File: src/rtl/character_action_controller.sv
// Character action controller: turns debounced buttons and physics feedback into
// a jump-oriented character state machine that advances once per character_clk tick.
module character_action_controller #(
    parameter int SIGNED_PHY_WIDTH = 17,
    parameter int REFRESH_RATE     = 64,
    parameter int MAX_CHARGE       = REFRESH_RATE,
    parameter int CHARGE_WIDTH     = $clog2(MAX_CHARGE + 1),
    parameter int LAND_TIME        = REFRESH_RATE >> 2
) (
    input  logic                               sys_clk,
    input  logic                               sys_rst_n,
    input  logic                               character_clk,
    input  logic                               btn_left,
    input  logic                               btn_right,
    input  logic                               btn_jump,
    input  logic                               on_ground,
    input  logic                               hit_wall,
    input  logic signed [SIGNED_PHY_WIDTH-1:0] vel_y,
    output logic [2:0]                         char_state,
    output logic [CHARGE_WIDTH-1:0]            jump_charge,
    output logic                               jump_fire,
    output logic [1:0]                         jump_dir
);
    localparam int LAND_WIDTH = (LAND_TIME > 1) ? $clog2(LAND_TIME) : 1;
    localparam logic [CHARGE_WIDTH-1:0] CHARGE_MAX = CHARGE_WIDTH'(MAX_CHARGE);
    localparam logic [LAND_WIDTH-1:0]   LAND_LAST  = LAND_WIDTH'(LAND_TIME - 1);

    typedef enum logic [2:0] {
        ST_IDLE      = 3'd0,
        ST_LEFT      = 3'd1,
        ST_RIGHT     = 3'd2,
        ST_CHARGE    = 3'd3,
        ST_JUMP      = 3'd4,
        ST_COLLISION = 3'd5,
        ST_FALL      = 3'd6,
        ST_HOLD      = 3'd7
    } state_t;

    logic                               char_clk_q, btn_left_q, btn_right_q, btn_jump_q;
    logic                               on_ground_q, hit_wall_q;
    logic signed [SIGNED_PHY_WIDTH-1:0] vel_y_q;

    state_t                  state_q, state_d;
    logic [CHARGE_WIDTH-1:0] charge_cnt_q, charge_cnt_d;
    logic [LAND_WIDTH-1:0]   land_cnt_q, land_cnt_d;
    logic [CHARGE_WIDTH-1:0] jump_charge_q, jump_charge_d;
    logic [1:0]              jump_dir_q, jump_dir_d;
    logic                    jump_fire_q, jump_fire_d;
    logic                    armed_q, armed_d;
    logic                    tick;
    logic                    descending;

    always_ff @(posedge sys_clk or negedge sys_rst_n) begin
        if (!sys_rst_n) begin
            char_clk_q  <= 1'b0;
            btn_left_q  <= 1'b0;
            btn_right_q <= 1'b0;
            btn_jump_q  <= 1'b0;
            on_ground_q <= 1'b0;
            hit_wall_q  <= 1'b0;
            vel_y_q     <= '0;
        end else begin
            char_clk_q  <= character_clk;
            btn_left_q  <= btn_left;
            btn_right_q <= btn_right;
            btn_jump_q  <= btn_jump;
            on_ground_q <= on_ground;
            hit_wall_q  <= hit_wall;
            vel_y_q     <= vel_y;
        end
    end

    // The first registered tick after reset only arms the machine, so input
    // registers that were cleared by reset never drive a decision.
    assign tick       = char_clk_q && armed_q;
    assign descending = vel_y_q[SIGNED_PHY_WIDTH-1] || (vel_y_q == '0);

    always_comb begin
        state_d       = state_q;
        charge_cnt_d  = charge_cnt_q;
        land_cnt_d    = land_cnt_q;
        jump_charge_d = jump_charge_q;
        jump_dir_d    = jump_dir_q;
        jump_fire_d   = 1'b0;
        armed_d       = armed_q | char_clk_q;

        if (tick) begin
            charge_cnt_d = '0;
            land_cnt_d   = '0;
            case (state_q)
                ST_IDLE, ST_LEFT, ST_RIGHT: begin
                    if (!on_ground_q) begin
                        state_d = ST_JUMP;
                    end else if (btn_jump_q) begin
                        state_d      = ST_CHARGE;
                        charge_cnt_d = CHARGE_WIDTH'(1);
                    end else if (btn_left_q && !btn_right_q) begin
                        state_d = ST_LEFT;
                    end else if (btn_right_q && !btn_left_q) begin
                        state_d = ST_RIGHT;
                    end else begin
                        state_d = ST_IDLE;
                    end
                end
                ST_CHARGE: begin
                    if (!on_ground_q) begin
                        state_d = ST_JUMP;
                    end else if (!btn_jump_q || (charge_cnt_q == CHARGE_MAX)) begin
                        state_d       = ST_JUMP;
                        jump_fire_d   = 1'b1;
                        jump_charge_d = charge_cnt_q;
                        jump_dir_d    = {btn_right_q && !btn_left_q, btn_left_q && !btn_right_q};
                    end else begin
                        // Reaching CHARGE_MAX always launches, so this never overflows.
                        charge_cnt_d = charge_cnt_q + 1'b1;
                    end
                end
                ST_JUMP: begin
                    if (hit_wall_q) begin
                        state_d = ST_COLLISION;
                    end else if (on_ground_q && descending) begin
                        state_d = ST_FALL;
                    end
                end
                ST_COLLISION: begin
                    state_d = on_ground_q ? ST_FALL : ST_JUMP;
                end
                ST_FALL: begin
                    if (!on_ground_q) begin
                        state_d = ST_JUMP;
                    end else if (land_cnt_q == LAND_LAST) begin
                        state_d = btn_jump_q ? ST_HOLD : ST_IDLE;
                    end else begin
                        land_cnt_d = land_cnt_q + 1'b1;
                    end
                end
                ST_HOLD: begin
                    if (!btn_jump_q) begin
                        state_d = ST_IDLE;
                    end
                end
                default: state_d = ST_IDLE;
            endcase
        end
    end

    always_ff @(posedge sys_clk or negedge sys_rst_n) begin
        if (!sys_rst_n) begin
            state_q       <= ST_IDLE;
            charge_cnt_q  <= '0;
            land_cnt_q    <= '0;
            jump_charge_q <= '0;
            jump_dir_q    <= 2'b00;
            jump_fire_q   <= 1'b0;
            armed_q       <= 1'b0;
        end else begin
            state_q       <= state_d;
            charge_cnt_q  <= charge_cnt_d;
            land_cnt_q    <= land_cnt_d;
            jump_charge_q <= jump_charge_d;
            jump_dir_q    <= jump_dir_d;
            jump_fire_q   <= jump_fire_d;
            armed_q       <= armed_d;
        end
    end

    assign char_state  = state_q;
    assign jump_charge = jump_charge_q;
    assign jump_fire   = jump_fire_q;
    assign jump_dir    = jump_dir_q;

endmodule

File: config.mk
export PLATFORM = sky130hd
export DESIGN_NAME = character_action_controller
export DESIGN_NICKNAME = d
export VERILOG_FILES = /design/src/rtl/character_action_controller.sv
export SDC_FILE = /design/constraint.sdc
export NUM_CORES = 1
export LEC_CHECK = 0
export ABC_CLOCK_PERIOD_IN_PS = 2300
export BUFFER_PORTS_ARGS = -buffer_cell sky130_fd_sc_hd__buf_2
export CAP_MARGIN = 20
export CORE_ASPECT_RATIO = 1.1
export CORE_MARGIN = 8
export CORE_UTILIZATION = 53
export DETAILED_ROUTE_END_ITERATION = 8
export GPL_ROUTABILITY_DRIVEN = 0
export PLACE_DENSITY = 0.77
export SYNTH_ARGS = -nofsm -noshare
export SYNTH_HDL_FRONTEND = slang
export SYNTH_SLANG_ARGS = --single-unit
File: constraint.sdc
create_clock -name sys_clk -period 2.3 [get_ports sys_clk]
set_input_delay 0.46 -clock sys_clk [delete_from_list [all_inputs] [get_ports sys_clk]]
set_output_delay 0.46 -clock sys_clk [all_outputs]
set_load 0.005 [all_outputs]
; After elaboration in Yosys (flattened, before gate mapping)
; Cells that the tools add are included.
[op_classes]
eq_ne = 13
n_mux = 26
bitwise_logic = 1
n_addsub = 2
n_reduce_logical = 14
[ops]
columns = operator, count
row1 = $mux W3, 9
row2 = $pmux W3 S6, 1
row3 = $logic_not A17 Y1, 1
row4 = $mux W7, 2
row5 = $pmux W7 S2, 1
row6 = $eq A3 B3 Y1 const B, 4
row7 = $mux W4, 3
row8 = $ne A3 B3 Y1 const B, 3
row9 = $mux W2, 4
row10 = $add A7 B1 Y7 const B, 1
row11 = $eq A7 B7 Y1 const B, 1
row12 = $eq A3 B2 Y1 const B, 2
row13 = $mux W1, 6
row14 = $reduce_and A5 Y1, 1
row15 = $add A4 B1 Y4 const B, 1
row16 = $eq A4 B4 Y1 const B, 1
row17 = $logic_and A1 B1 Y1, 4
row18 = $reduce_and A4 Y1, 1
row19 = $eq A3 B1 Y1 const B, 1
row20 = $logic_not A1 Y1, 3
row21 = $logic_not A3 Y1, 1
row22 = $reduce_or A3 Y1, 1
row23 = $logic_or A1 B1 Y1, 2
row24 = $ne A2 B2 Y1 const B, 1
row25 = $or A1 B1 Y1, 1
[word_totals]
elab_cells = 70
output_inout_bits = 13
register_bits = 48
in_bits = 25

; Logic depth before layout (Yosys ltp)
[depth]
ltp_word = 7
mapped_depth = 8

; Least setup slack after synthesis
; OpenSTA, ideal clock, no wires.
[synth_timing]
path_kind = register to register
from = register charge_cnt_q[0]
to = register state_q[0] (netlist: char_state[0])
arrival_ns = 1.835
path_buffers = 0
stages_incl_launch_ff = 8
setup_time_ns = 0.125
slack_ns = 0.340
cell_sequence = dfrtp_1 -> inv_1 -> ha_1 -> or4b_4 -> o211ai_4 -> and2_4 -> nand3_4 -> mux2_4
[synth_between]
elab_chain_cells = 4
[synth_lines]
columns = item, line
row1 = "start, declared", 44  ; logic [CHARGE_WIDTH-1:0] charge_cnt_q, charge_cnt_d;
row2 = "start signal, assigned", 158  ; charge_cnt_q <= charge_cnt_d;
row3 = $eq A7 B7 Y1, 108  ; end else if (!btn_jump_q || (charge_cnt_q == CHARGE_MAX)) begin
row4 = $logic_or A1 B1 Y1, 108
row5 = $ne A3 B3 Y1 (no source line), -
row6 = $reduce_and A5 Y1 (no source line), -
row7 = "end signal, assigned", 157  ; state_q <= state_d;
row8 = "end, declared", 43  ; state_t state_q, state_d;
; Every way passes these cells.
; A chain may end at the register's enable or synchronous reset.

; Worst setup path in the final report
[layout_timing]
from = register charge_cnt_q[0]
to = register state_q[2] (netlist: char_state[2])
; Same word-level chain as after synthesis.

==> impl_metrics.py <==
metrics = {
    "power": {
        "pwr-share-clk_pct": 25.7,
        "swShare_pct": 26.97,
        "p_comb_share_pct": 20.3,
        "switchingPower_uw": 473.3,
        "power.density_nw_per_um2": 777.9,
        "p_int_mw": 1.282,
        "ir_worst_vdd_mv": 0.6090,
        "seq_power_share_pct": 54.0,
        "p_leak_nw": 1.106,
    },
    "cts": {
        "clk_path_buf_depth": 2,
        "ctsResizeCount": 0,
        "numCtsBuffers": 5,
        "root_buffer": "clkbuf_8",
        "cts.reportedPaths.clkPinSlew_ns": 0.08,
        "cts_sinks": 48,
        "clock_latency_ns": 0.29,
        "cts-htree-levels": 2,
        "cts_tree": "yes",
    },
    "cells_and_area": {
        "area_delta_synth_final_pct": 18.46,
        "stdcell_count": 250,
        "n_antenna_cell": 0,
        "finalNetCount": 228,
        "drive_gt1_share_pct": 32.50,
        "fillers": 288,
    },
    "place": {
        "hpwl_um": 2825,
        "dp_cells": 242,
        "io_buffers": 37,
    },
    "grt": {
        "grt_pass1_vias": 1444,
        "grt_use_total_pct": 14.13,
        "antenna_found_initial": 0,
        "grt_max_degree": 39,
        "grt-ovfl-total": 0,
        "grt_pass1_wl_um": 6334,
    },
    "routing": {
        "dr.pass1.iters": 4,
        "vias_per_cell": 5.324,
        "wl_um": 3708,
        "avgRoutedWirePerCell_um": 14.83,
        "drt_iter0_drc": 52,
        "met1Wirelength_um": 1500,
        "num_vias": 1331,
        "wl_met2_um": 1951,
        "wl_met3_um": 226,
        "antenna_left": 0,
        "highest_layer": "met4",
        "remaining_drc_errors": 0,
    },
    "sta": {
        "fin_skew_ns": 0.004800,
        "setup_viol": 0,
        "tightest_slew_ns": 0.8012,
        "min_period_ns": 2.124,
        "period_share_pct": 92.36,
        "slew_headroom_pct": 46.59,
        "slew_violations": 0,
        "grt_setup_unrepaired": "false",
        "fmax_mhz": 470.8,
        "tns_ns": 0,
        "hold_viol": 0,
    },
    "setup_path": {
        "critPathKind": "flip-flop to flip-flop",
        "r2r_cells": 7,
        "cp.required_ns": 2.48,
        "crit_family": "simple AND/OR/NAND/NOR gates",
        "r2r_end": "char_state[2]$_DFFE_PN0P_",
        "cp.arrival_ns": 2.31,
        "r2r_start": "charge_cnt_q[0]$_DFFE_PN0P_",
        "path_cells": "inv_1 > ha_1 > or4b_4 > o211ai_4 > and2_4 > nand3_4 > mux2_4",
        "rrSetupSlack_ns": 0.18,
        "cp_slowest_cell": "or4b_4",
        "start_kind": "flip-flop",
        "end_kind": "flip-flop",
        "crit_buf_inv": 1,
        "max_stage_delay_ns": 0.49,
        "path_max_fanout": 5,
    },
    "synthesis": {
        "yosysSeqAreaShare_pct": 63.07,
        "avgSynthCellArea_um2": 12.29,
        "synth_ff_type": "dfrtp_1",
        "netlist_area_um2": 1904,
        "synth_fp_nets": 183,
        "synth_seq_cells": 48,
        "synth.cells.most_frequent": "dfrtp_1, nand2_1, o21ai_0, mux2_2",
        "async_reset_ff_share_pct": 100.0,
        "yosysWarningCount": 0,
        "syn_inst": 155,
        "synth_edf_count": 0,
        "synth_area_leaders": "dfrtp_1, mux2_2, o21ai_0",
        "yosys.area.top_type_share_pct": 63.07,
        "yosys.area.top_type": "dfrtp_1",
        "synth_cell_types": 34,
        "synthMostInstantiatedCell": "dfrtp_1",
    },
    "floorplan": {
        "initial_utilization_pct": 53.80,
        "die_y_um": 78.87,
        "core_um2": 3540,
        "die_w_um": 73.15,
        "die_area_um2": 5769,
        "io_pins": 38,
        "num_rows": 23,
    },
    "min_path": {
        "hold_class": "primary input to async pin",
    },
    "status": {
        "status": "finished clean",
    },
    "flow_run": {
        "drv_cap": 0,
    },
}
-- registers in the layout, indices dropped and copies added (netlist names), 2 cells and up --
register / flops
vel_y_q: 17
charge_cnt_q: 7
char_state: 3
land_cnt_q: 4
jump_dir: 2
jump_charge: 7
-- kinds of logic (layout without fill, tap and decap cells) --
| family | Yosys count | after routing | synth area share [%] |
|---|---|---|---|
| xor gates and xnor gates | 2 | 2 | 0.9200 |
| and+or+nand+nor | 47 | 47 | 13.86 |
| AOI/OAI and AO/OA | 31 | 31 | 10.25 |
| muxes | 12 | 12 | 7.359 |
| DFF | 48 | 48 | 63.07 |
| buffers and inverters | 12 | 57 | 2.562 |
| adders and majority gates | 3 | 3 | 1.971 |
-- worst max-delay path by stage --
stage / startpoint / to / slack (ns) / depth (start not counted)
after floorplan: charge_cnt_q[0]$_DFFE_PN0P_ / char_state[0]$_DFFE_PN0P_ / 0.34 / 7
after global placement: charge_cnt_q[0]$_DFFE_PN0P_ / jump_dir[1]$_DFFE_PN0P_ / 0.28 / 6
after detailed placement: charge_cnt_q[0]$_DFFE_PN0P_ / jump_charge[2]$_DFFE_PN0P_ / 0.16 / 6
after CTS: charge_cnt_q[0]$_DFFE_PN0P_ / jump_charge[2]$_DFFE_PN0P_ / 0.15 / 6
after global routing: charge_cnt_q[0]$_DFFE_PN0P_ / char_state[2]$_DFFE_PN0P_ / 0.09 / 7
final: charge_cnt_q[0]$_DFFE_PN0P_ / char_state[2]$_DFFE_PN0P_ / 0.18 / 7
-- layout make-up --
cell class	instances	area, um2	share of cell area [%]
flip-flops and latches	48	1201	53.24
multi-input cells	95	654.4	29.01
repair buffers	44	237.7	10.54
clock buffers	6	72.57	3.217
well taps	50	62.56	2.773
inverters	6	22.52	0.9983
clock inverters	1	5.005	0.2219
-- per-layer routing --
| layer | vias to the layer above | track usage, % |
|---|---|---|
| met5 | - | 0 |
| li1 | 633 | - |
| met2 | 47 | 25.34 |
| met4 | 0 | 5.210 |
| met3 | 5 | 5.290 |
| met1 | 646 | 14.51 |
-- power groups by stage --
stage	logic, mW	registers [mW]	clock network [mW]
6_report	0.356	0.948	0.451
5_1_grt	0.395	0.959	0.495
4_1_cts	0.357	0.948	0.473
3_5_place_dp	0.357	0.964	0
3_3_place_gp	0.339	0.960	0
2_1_floorplan	0.244	0.947	0
-- metrics by stage --
stage               instance area, um2  power, mW  util [%]  hold WS (ns)  setup WS (ns)
floorplan                         1904      1.191         -        0.1644         0.3397
detailed placement                2171      1.321     61.33        0.4674         0.1611
CTS                               2248      1.778     63.52        0.2536         0.1462
global route                      2256      1.850     63.73        0.2497        0.08987
finish                            2256      1.755     63.73        0.2463         0.1758
global placement                  2171      1.299     61.33        0.4688         0.2792
-- timing repair --
item | in CTS | in global routing
buffers inserted | 0 | 1
hold buffers | 0 | 0
setup endpoints to repair | 0 | 7
-- layout by cell type, fill, tap and decap left out, types with 2 or more instances in the layout --
cell	instances
inv_1	6
buf_4	7
nor2_1	7
mux2_4	2
o21ai_0	14
buf_2	37
o31ai_1	2
dfrtp_1	48
nor4_1	4
a31oi_1	2
clkbuf_8	5
mux2i_1	2
a21oi_1	7
nand4b_1	2
ha_1	3
a32o_1	2
nand4_1	4
nor2b_1	2
nand2_1	17
mux2_2	8
xor2_1	2
or3_1	2
-- worst reg2reg max path, cell delays in order, from the launching register on --
cell	delay, ns
dfrtp_1	0.43
inv_1	0.10
ha_1	0.15
or4b_4	0.49
o211ai_4	0.23
and2_4	0.22
nand3_4	0.09
mux2_4	0.31
No activity file was read; power rests on OpenSTA's default activity.
